$ cat config.mk
export PLATFORM = sky130hd
export DESIGN_NAME = fir_mac_seq_flat
export DESIGN_NICKNAME = d
export VERILOG_FILES = /design/src/rtl/fir_pkg.sv /design/src/rtl/fir_mac_seq_if.sv /design/src/rtl/fir_mac_dp.sv /design/src/rtl/fir_mac_seq.sv /design/src/flat_wrapper.sv
export SDC_FILE = /design/constraint.sdc
export NUM_CORES = 1
export LEC_CHECK = 0
export CAP_MARGIN = 20
export CORE_ASPECT_RATIO = 0.7
export CORE_MARGIN = 2
export CORE_UTILIZATION = 60
export CTS_CLUSTER_DIAMETER = 200
export DETAILED_ROUTE_END_ITERATION = 10
export PLACE_DENSITY_LB_ADDON = 0.1
export SYNTH_ARGS = -nofsm -noshare
export SYNTH_HDL_FRONTEND = slang
export SYNTH_SLANG_ARGS = --single-unit
$ cat constraint.sdc
create_clock -name clk -period 11.84 [get_ports clk]
set_input_delay 1.184 -clock clk [delete_from_list [all_inputs] [get_ports clk]]
set_output_delay 1.184 -clock clk [all_outputs]
set_load 0.02 [all_outputs]
$ cat src/rtl/fir_pkg.sv
// Shared types and width/bound helpers for the sequential FIR MAC controller.
// Optional feature macro: FIR_SAT_EN (output saturation instead of wrap).
package fir_pkg;

  typedef enum logic [2:0] {
    IDLE,
    SHIFT,
    LOAD,
    MAC,
    DONE
  } state_t;

  // Accumulator wide enough that Taps full-scale products cannot overflow.
  function automatic int acc_width(int bits_x, int bits_c, int taps);
    return bits_x + bits_c + $clog2(taps);
  endfunction

  // Tap-mux select width; never narrower than one bit.
  function automatic int sel_width(int taps);
    return (taps > 1) ? $clog2(taps) : 1;
  endfunction

  // Largest value representable in a bits_y-wide signed output.
  function automatic longint sat_max(int bits_y);
    return (longint'(1) << (bits_y - 1)) - 1;
  endfunction

  // Smallest value representable in a bits_y-wide signed output.
  function automatic longint sat_min(int bits_y);
    return -(longint'(1) << (bits_y - 1));
  endfunction

endpackage

$ cat src/rtl/fir_mac_seq_if.sv
// Bus between the MAC controller and the tap-register chain / coefficient store.
// slave: the controller side; master: the chain/coefficient/consumer side.
interface fir_mac_seq_if
  import fir_pkg::*;
#(
  parameter int BitsX = 16,
  parameter int BitsC = 16,
  parameter int Taps  = 8,
  parameter int BitsY = 16
);
  localparam int SelW = sel_width(Taps);

  logic                    sample_valid;
  logic                    STM;
  logic                    LDX;
  logic [SelW-1:0]         tap_sel;
  logic signed [BitsX-1:0] tap_data;
  logic signed [BitsC-1:0] coef;
  logic signed [BitsY-1:0] y;
  logic                    y_valid;
  logic                    busy;
  logic                    ovr;

  modport slave (
    input  sample_valid, tap_data, coef,
    output STM, LDX, tap_sel, y, y_valid, busy, ovr
  );

  modport master (
    output sample_valid, tap_data, coef,
    input  STM, LDX, tap_sel, y, y_valid, busy, ovr
  );
endinterface

$ cat src/rtl/fir_mac_dp.sv
// MAC datapath: signed multiply, full-precision accumulate, scale and narrow.
// FIR_SAT_EN defined: clamp to the output range; otherwise two's-complement wrap.
module fir_mac_dp
  import fir_pkg::*;
#(
  parameter int BitsX    = 16,
  parameter int BitsC    = 16,
  parameter int Taps     = 8,
  parameter int BitsY    = 16,
  parameter int FracBits = 15
) (
  input  logic                    clk,
  input  logic                    rst,
  input  logic                    i_clr,
  input  logic                    i_acc_en,
  input  logic                    i_y_load,
  input  logic signed [BitsX-1:0] i_tap_data,
  input  logic signed [BitsC-1:0] i_coef,
  output logic signed [BitsY-1:0] o_y
);
  localparam int ProdW = BitsX + BitsC;
  localparam int AccW  = acc_width(BitsX, BitsC, Taps);

  logic signed [ProdW-1:0] w_prod;
  logic signed [AccW-1:0]  w_acc_next;
  logic signed [AccW-1:0]  r_acc;
  logic signed [BitsY-1:0] w_y;
  logic signed [BitsY-1:0] r_y;

  assign w_prod     = i_tap_data * i_coef;
  assign w_acc_next = r_acc + AccW'(w_prod);

`ifdef FIR_SAT_EN
  localparam longint SatMax = sat_max(BitsY);
  localparam longint SatMin = sat_min(BitsY);

  logic signed [AccW-1:0] w_shift;
  assign w_shift = w_acc_next >>> FracBits;

  // Clamp the scaled sum into the output range.
  always_comb begin
    if (longint'(w_shift) > SatMax)      w_y = BitsY'(SatMax);
    else if (longint'(w_shift) < SatMin) w_y = BitsY'(SatMin);
    else                                 w_y = w_shift[BitsY-1:0];
  end
`else
  assign w_y = BitsY'(w_acc_next >>> FracBits);
`endif

  // Accumulator: cleared before each sample, adds one product per MAC cycle.
  // NOTE: sequential state uses <= so every flop samples pre-edge values.
  always_ff @(posedge clk) begin
    if (!rst)          r_acc <= '0;
    else if (i_clr)    r_acc <= '0;
    else if (i_acc_en) r_acc <= w_acc_next;
  end

  // Output register: loaded with the finished sum as the last product lands.
  always_ff @(posedge clk) begin
    if (!rst)          r_y <= '0;
    else if (i_y_load) r_y <= w_y;
  end

  assign o_y = r_y;
endmodule

$ cat src/rtl/fir_mac_seq.sv
// Sequential FIR MAC controller: strobes the tap chain, walks the taps,
// and emits one scaled output sample per accepted input sample.
// Optional feature macro: FIR_SAT_EN (handled in fir_mac_dp).
module fir_mac_seq
  import fir_pkg::*;
#(
  parameter int BitsX    = 16,
  parameter int BitsC    = 16,
  parameter int Taps     = 8,
  parameter int BitsY    = 16,
  parameter int FracBits = 15
) (
  input  logic         clk,
  input  logic         rst,
  fir_mac_seq_if.slave io_bus
);
  localparam int              SelW    = sel_width(Taps);
  localparam logic [SelW-1:0] LastTap = SelW'(Taps - 1);

  state_t          r_state;
  state_t          w_state_next;
  logic [SelW-1:0] r_cnt;
  logic            r_ovr;
  logic            w_mac;
  logic            w_last;

  assign w_mac  = (r_state == MAC);
  assign w_last = w_mac && (r_cnt == LastTap);

  // State register.
  always_ff @(posedge clk) begin
    if (!rst) r_state <= IDLE;
    else      r_state <= w_state_next;
  end

  // Next-state logic; only IDLE looks at sample_valid.
  // NOTE: default assigned first so no path can infer a latch.
  always_comb begin
    w_state_next = r_state;
    case (r_state)
      IDLE:    if (io_bus.sample_valid) w_state_next = SHIFT;
      SHIFT:   w_state_next = LOAD;
      LOAD:    w_state_next = MAC;
      MAC:     if (r_cnt == LastTap) w_state_next = DONE;
      DONE:    w_state_next = IDLE;
      default: w_state_next = IDLE;
    endcase
  end

  // Tap counter: zeroed in LOAD, advances once per MAC cycle.
  always_ff @(posedge clk) begin
    if (!rst)                 r_cnt <= '0;
    else if (r_state == LOAD) r_cnt <= '0;
    else if (w_mac)           r_cnt <= (r_cnt == LastTap) ? '0 : r_cnt + 1'b1;
  end

  // Sticky overrun: any sample offered outside IDLE is lost.
  always_ff @(posedge clk) begin
    if (!rst)                                         r_ovr <= 1'b0;
    else if (io_bus.sample_valid && r_state != IDLE) r_ovr <= 1'b1;
  end

  assign io_bus.STM     = (r_state == SHIFT);
  assign io_bus.LDX     = (r_state == LOAD);
  assign io_bus.y_valid = (r_state == DONE);
  assign io_bus.busy    = (r_state != IDLE);
  assign io_bus.ovr     = r_ovr;
  assign io_bus.tap_sel = w_mac ? r_cnt : '0;

  fir_mac_dp #(
    .BitsX   (BitsX),
    .BitsC   (BitsC),
    .Taps    (Taps),
    .BitsY   (BitsY),
    .FracBits(FracBits)
  ) u_dp (
    .clk       (clk),
    .rst       (rst),
    .i_clr     (r_state == LOAD),
    .i_acc_en  (w_mac),
    .i_y_load  (w_last),
    .i_tap_data(io_bus.tap_data),
    .i_coef    (io_bus.coef),
    .o_y       (io_bus.y)
  );
endmodule

$ cat src/flat_wrapper.sv
// flat-port wrapper written by rule: the top's interface ports become plain ports
module fir_mac_seq_flat import fir_pkg::*;
#(
  parameter int BitsX    = 16,
  parameter int BitsC    = 16,
  parameter int Taps     = 8,
  parameter int BitsY    = 16,
  parameter int FracBits = 15
)
  (clk, rst, io_bus_sample_valid, io_bus_tap_data, io_bus_coef, io_bus_STM, io_bus_LDX, io_bus_tap_sel, io_bus_y, io_bus_y_valid, io_bus_busy, io_bus_ovr);
  fir_mac_seq_if #(.BitsX(BitsX), .BitsC(BitsC), .Taps(Taps), .BitsY(BitsY)) io_bus_i ();
  input  logic clk;
  input  logic rst;
  input wire logic [$bits(io_bus_i.sample_valid)-1:0] io_bus_sample_valid;
  input wire logic [$bits(io_bus_i.tap_data)-1:0] io_bus_tap_data;
  input wire logic [$bits(io_bus_i.coef)-1:0] io_bus_coef;
  output wire logic [$bits(io_bus_i.STM)-1:0] io_bus_STM;
  output wire logic [$bits(io_bus_i.LDX)-1:0] io_bus_LDX;
  output wire logic [$bits(io_bus_i.tap_sel)-1:0] io_bus_tap_sel;
  output wire logic [$bits(io_bus_i.y)-1:0] io_bus_y;
  output wire logic [$bits(io_bus_i.y_valid)-1:0] io_bus_y_valid;
  output wire logic [$bits(io_bus_i.busy)-1:0] io_bus_busy;
  output wire logic [$bits(io_bus_i.ovr)-1:0] io_bus_ovr;
  assign io_bus_i.sample_valid = io_bus_sample_valid;
  assign io_bus_i.tap_data = io_bus_tap_data;
  assign io_bus_i.coef = io_bus_coef;
  assign io_bus_STM = io_bus_i.STM;
  assign io_bus_LDX = io_bus_i.LDX;
  assign io_bus_tap_sel = io_bus_i.tap_sel;
  assign io_bus_y = io_bus_i.y;
  assign io_bus_y_valid = io_bus_i.y_valid;
  assign io_bus_busy = io_bus_i.busy;
  assign io_bus_ovr = io_bus_i.ovr;
  fir_mac_seq #(.BitsX(BitsX), .BitsC(BitsC), .Taps(Taps), .BitsY(BitsY), .FracBits(FracBits)) u_core (.clk(clk), .rst(rst), .io_bus(io_bus_i));
endmodule
==> results of run 1 <==
[layer usage]
metal	routed length [um]	vias to the layer above	global-route usage, %
li1	-	4265	-
met1	12400	4732	38.7
met2	13900	238	45.6
met4	335	0	3.76
met3	1430	25	3.20
met5	0	-	0
[worst min-delay path, cell delays in order, from the launching register on]
cell     delay, ps
dfxtp_1        310
nand2_1         50
a21oi_1         50
[Yosys cell counts (3+ instances only)]
library cell,count
or4_1,9
fa_1,285
a21o_1,9
and2_1,126
o21ai_0,8
xor2_1,4
nand4_1,9
clkbuf_8,3
nand3_1,30
nor3_1,8
or3_1,4
nand2b_1,10
a211oi_1,12
and4_1,4
nand2_1,178
clkbuf_1,46
nor2_1,41
a21oi_1,43
inv_1,336
o21ai_1,10
a31oi_1,7
xnor2_1,27
ha_1,97
mux2i_1,4
dfxtp_1,54
and3_1,3
[logic make-up (layout without fill, tap and decap cells)]
logic type | after synthesis | in the layout | share of synthesized area [%]
xor gates and xnor gates | 31 | 31 | 2.13
DFF | 54 | 54 | 8.49
and+or+nand+nor | 436 | 436 | 17.1
muxes | 4 | 4 | 0.314
AOI/OAI and AO/OA | 115 | 115 | 5.88
adders and majority gates | 382 | 382 | 54.3
buffers and inverters | 390 | 406 | 11.8
[placed cells by master (no fill, tap or decap), drive strengths merged, types with 6 or more instances in the layout]
master and n:
inv 336, a211oi 12, nor2 41, a21oi 44, fa 285, or4 9, nor3 8, nand3 30
nand2 178, dfxtp 54, xnor2 27, nand2b 10, nand4 9, clkdlybuf4s50 58, clkbuf 6, and2 126
a21o 10, o21ai 19, a31oi 8, ha 97
[through the flow]
stage          std cells  utilization [%]  hold WS (ps)  cell area [um2]
6_report            1704             65.8           463            13700
5_1_grt             1704             65.8           478            13700
4_1_cts             1704             65.8           460            13700
3_5_place_dp        1696             64.9           449            13500
3_3_place_gp        1696             64.9           448            13500
2_1_floorplan       1412                -           436            12700
[sequential cells by signal, summed over array words and instances (netlist names)]
name and cells:
u_core.u_dp.r_acc 31, u_core.r_cnt 3, u_core.u_dp.o_y 16, u_core.io_bus.ovr 1, u_core.r_state 3
[how the worst min path moves through the flow]
stage / endpoint
6_report: u_core.u_dp.o_y[4]$_SDFFE_PN0P_
5_1_grt: u_core.u_dp.r_acc[7]$_SDFFE_PP0P_
4_1_cts: u_core.u_dp.o_y[4]$_SDFFE_PN0P_
3_5_place_dp: u_core.u_dp.o_y[4]$_SDFFE_PN0P_
3_3_place_gp: u_core.u_dp.o_y[1]$_SDFFE_PN0P_
2_1_floorplan: u_core.u_dp.r_acc[11]$_SDFFE_PP0P_
[final cells by class]
type | instances | area share, %
inverter | 336 | 9.23
clock inverter | 2 | 0.440
multi-input combinational | 968 | 74.4
clock buffer | 6 | 1.02
tap | 276 | 2.53
timing repair buffer | 62 | 4.47
sequential | 54 | 7.91
==> flow_summary.json, run 1 <==
{
  "outcome": "completed",
  "path_max_fanout": 16,
  "crit_top_cell": "fa_1",
  "critPathTopFamily": "adder cells",
  "drt_wl_total_mm": 28.1,
  "synth_top_area_share_pct": 44.8,
  "hp-class": "reg -> reg",
  "period_share_pct": 64.5,
  "tightest_slew_ps": 846,
  "critPathLaunch": "io_bus_coef[1]",
  "io-pin-count": 59,
  "synth_ff_type": "dfxtp_1",
  "path_depth": 20,
  "r2r.worst_path.cells": 18,
  "ctsHtreeMaxLevel": 2,
  "clock_latency_ps": 300,
  "die_y_um": 126,
  "max_clock_freq_ghz": 0.131,
  "cts_buffers": 5,
  "initial_core_util_pct": 61.4,
  "drt_iter0_drc": 558,
  "first_global_vias": 9761,
  "regArea_um2": 1080,
  "cts_buffer_depth": 2,
  "dieArea_um2": 22400,
  "num_antenna_cells": 0,
  "place.gp.congestion": 0.899,
  "grt_max_degree": 34,
  "grt.total_usage_pct": 27.0,
  "cts_root_buffer": "clkbuf_16",
  "cts.sinks": 54,
  "hpwlAfterDp_mm": 23.5,
  "arrival_ps": 7880,
  "hold_violations": 0,
  "r2r-start": "u_core.u_dp.r_acc[15]$_SDFFE_PP0P_",
  "slowest_stage": "clkdlybuf4s50_1",
  "vias": 9260,
  "wire_per_inst_um": 16.5,
  "multi_input_area_um2": 10200,
  "reg2reg_slack_ps": 6560,
  "rsz0062_at_grt": "no",
  "fin_skew_ps": 7.25,
  "cts_resized": 0,
  "post_cts_buffers": 0,
  "cp.required_ps": 12090,
  "period_needed_ps": 7640,
  "antenna_found_initial": 0,
  "ant_nets": 0,
  "ctsHoldBuffers": 0,
  "rows": 44,
  "fillers": 1774,
  "post-place-ws_ps": 3970,
  "ys_warn_count": 0,
  "synth_seq_area_share_pct": 8.49,
  "finalNetCount": 1844,
  "cp-end-kind": "register",
  "r2r_end": "u_core.u_dp.o_y[11]$_SDFFE_PN0P_",
  "max_cap_viol_count": 0,
  "avgSynthCellArea_um2": 9.02,
  "path_buf_inv": 4,
  "crit_chain": "clkdlybuf4s50_1, nand2_1, fa_1, fa_1, fa_1, inv_1, fa_1, fa_1, inv_1, fa_1, inv_1, ha_1, nand2_1, a32oi_1, nand4_1, o21ai_1, a21bo_1, a31oi_1, or4_1, nand3_1",
  "via_per_inst": 5.43,
  "synth_area_leaders": "fa_1, inv_1, ha_1",
  "synth-seq-cells": 54,
  "drc": 0,
  "max_stage_delay_ps": 960,
  "core_um2": 20800,
  "syn_area_um2": 12700,
  "syn_to_final_growth_pct": 7.23,
  "finalSetupTns_ps": 0,
  "grt.overflow.total": 0,
  "cts_tree": "yes",
  "drive_above_1_share_pct": 1.75,
  "path_class": "in -> reg",
  "post_synth_num_cell_types": 62,
  "cp-start-kind": "input pin",
  "setup_slack_ps": 4200,
  "die_x_um": 178,
  "setup_viol": 0,
  "hold_start": "u_core.u_dp.o_y[4]$_SDFFE_PN0P_",
  "syn_inst": 1412,
  "grt_pass1_wl_mm": 48.1,
  "crit_path_end": "u_core.u_dp.o_y[11]$_SDFFE_PN0P_",
  "port_buffers": 58,
  "first_pass_iters": 5,
  "report.final.slew_viol_count": 0,
  "async_flop_share_pct": 0,
  "slew-limit-headroom_pct": 43.4,
  "synth_edf_count": 0,
  "syn_nets": 1829,
  "cts.clk_slew.worst_paths_ps": 80,
  "netlist.top_cell.by_area": "fa_1",
  "holdPathStages": 2
}
Power of run 1 is left out: the tool's default activity adds up to more than one toggle a clock period on the data nets, which glitch-free logic cannot reach.
==> run 2: changes to the inputs <==
Clock period 11.84 ns to 7.7 ns, I/O delays scaled along.
==> run 2 against run 1 <==
  * Global-route usage up 0.82 points
  * Flip-flop and latch count unchanged
  * First-iteration DRC count up 18%
  * Worst hold slack better by 1.9 ps
  * Register-to-register slack worse by 4000 ps
  * Highest routed layer unchanged
==> flow_summary.json, run 2 (synthesis gave the netlist of run 1 again) <==
{
  "finalSetupTns_ps": 0,
  "core_um2": 20800,
  "rsz0062_at_grt": "no",
  "cts_resized": 0,
  "via_per_inst": 5.41,
  "drc": 0,
  "hpwlAfterDp_mm": 24.5,
  "ctsHoldBuffers": 0,
  "setup_viol": 0,
  "dieArea_um2": 22400,
  "final_cell_mix": "inv_1, fa_1, nand2_1, and2_1, ha_1",
  "tightest_slew_ps": 865,
  "report.final.slew_viol_count": 0,
  "cts.sinks": 54,
  "fin_util_pct": 66.5,
  "setup_slack_ps": 635,
  "wire_per_inst_um": 16.5,
  "slew-limit-headroom_pct": 42.2,
  "path_max_fanout": 16,
  "cts_buffer_depth": 2,
  "port_buffers": 58,
  "max_cap_viol_count": 0,
  "cts_tree": "yes",
  "grt.overflow.total": 0,
  "arrival_ps": 7310,
  "period_needed_ps": 7060,
  "die_y_um": 126,
  "num_antenna_cells": 0,
  "clock_latency_ps": 300,
  "fillers": 1804,
  "cp-start-kind": "input pin",
  "cp-end-kind": "register",
  "regMostFlops": "u_core.u_dp.r_acc",
  "place.gp.congestion": 0.876,
  "post_cts_buffers": 0,
  "drt_wl_total_mm": 28.6,
  "syn_to_final_growth_pct": 8.35,
  "first_pass_iters": 5,
  "period_share_pct": 91.7,
  "io-pin-count": 59,
  "hold_violations": 0,
  "max_clock_freq_ghz": 0.142,
  "antenna_found_initial": 0,
  "post-place-ws_ps": 397,
  "ant_nets": 0,
  "cts.clk_slew.worst_paths_ps": 80,
  "grt_max_degree": 37,
  "grt_pass1_wl_mm": 49.4,
  "cts_root_buffer": "clkbuf_16",
  "cp.required_ps": 7950,
  "grt.total_usage_pct": 27.8,
  "path_class": "in -> reg",
  "largest_reg_flops": 31,
  "ctsHtreeMaxLevel": 2,
  "fin_skew_ps": 6.30,
  "drive_above_1_share_pct": 3.44,
  "outcome": "completed",
  "finalNetCount": 1869,
  "layout_commonest_cell": "inv_1",
  "die_x_um": 178,
  "first_global_vias": 10000,
  "hp-class": "reg -> reg",
  "rows": 44,
  "whs_ps": 465,
  "vias": 9347,
  "cts_buffers": 5,
  "initial_core_util_pct": 61.4,
  "drt_iter0_drc": 658
}
[run 2: per-stage QoR]
| stage | std cells | cell area, um2 |
|---|---|---|
| 3_5_place_dp | 1721 | 13600 |
| 3_3_place_gp | 1721 | 13600 |
| 4_1_cts | 1729 | 13800 |
| 5_1_grt | 1729 | 13800 |
| 2_1_floorplan | 1412 | 12700 |
| 6_report | 1729 | 13800 |
[run 2: layout make-up]
cell class | count | area (um2) | share of cell area (%)
multi-input cells | 968 | 10200 | 73.6
repair buffers | 87 | 798 | 5.78
well taps | 276 | 345 | 2.50
clock inverters | 3 | 28.8 | 0.208
flip-flops and latches | 54 | 1080 | 7.83
inverters | 336 | 1260 | 9.14
clock buffers | 5 | 125 | 0.906
[run 2: routing by layer]
layer | wire [um] | global-route usage [%]
met1 | 12800 | 40.6
met2 | 14000 | 46.5
met3 | 1450 | 2.93
met4 | 313 | 3.81
met5 | 0 | 0
[run 2: final timing paths]
path              slack (ps)                                 to  cells past startpoint                                from
hold / removal           460  u_core.u_dp.r_acc[8]$_SDFFE_PP0P_                      2   u_core.u_dp.r_acc[8]$_SDFFE_PP0P_
setup / recovery         640   u_core.u_dp.o_y[15]$_SDFFE_PN0P_                     21                      io_bus_coef[4]
hold reg to reg          460  u_core.u_dp.r_acc[8]$_SDFFE_PP0P_                      2   u_core.u_dp.r_acc[8]$_SDFFE_PP0P_
setup reg to reg        2520   u_core.u_dp.o_y[11]$_SDFFE_PN0P_                     18  u_core.u_dp.r_acc[15]$_SDFFE_PP0P_
[run 2: worst max-delay path, stage by stage]
cell,delay (ps)
clkdlybuf4s50_1,850
nand2_1,270
fa_1,620
inv_1,70
fa_1,650
inv_1,210
fa_1,520
inv_1,50
fa_1,480
fa_1,480
inv_1,50
fa_1,480
inv_1,40
ha_1,380
a21o_1,240
nor3_1,200
o21ai_0,130
a21oi_1,210
o21ai_1,160
or3_1,370
nand3_1,80
Power of run 2 is left out for the same reason.
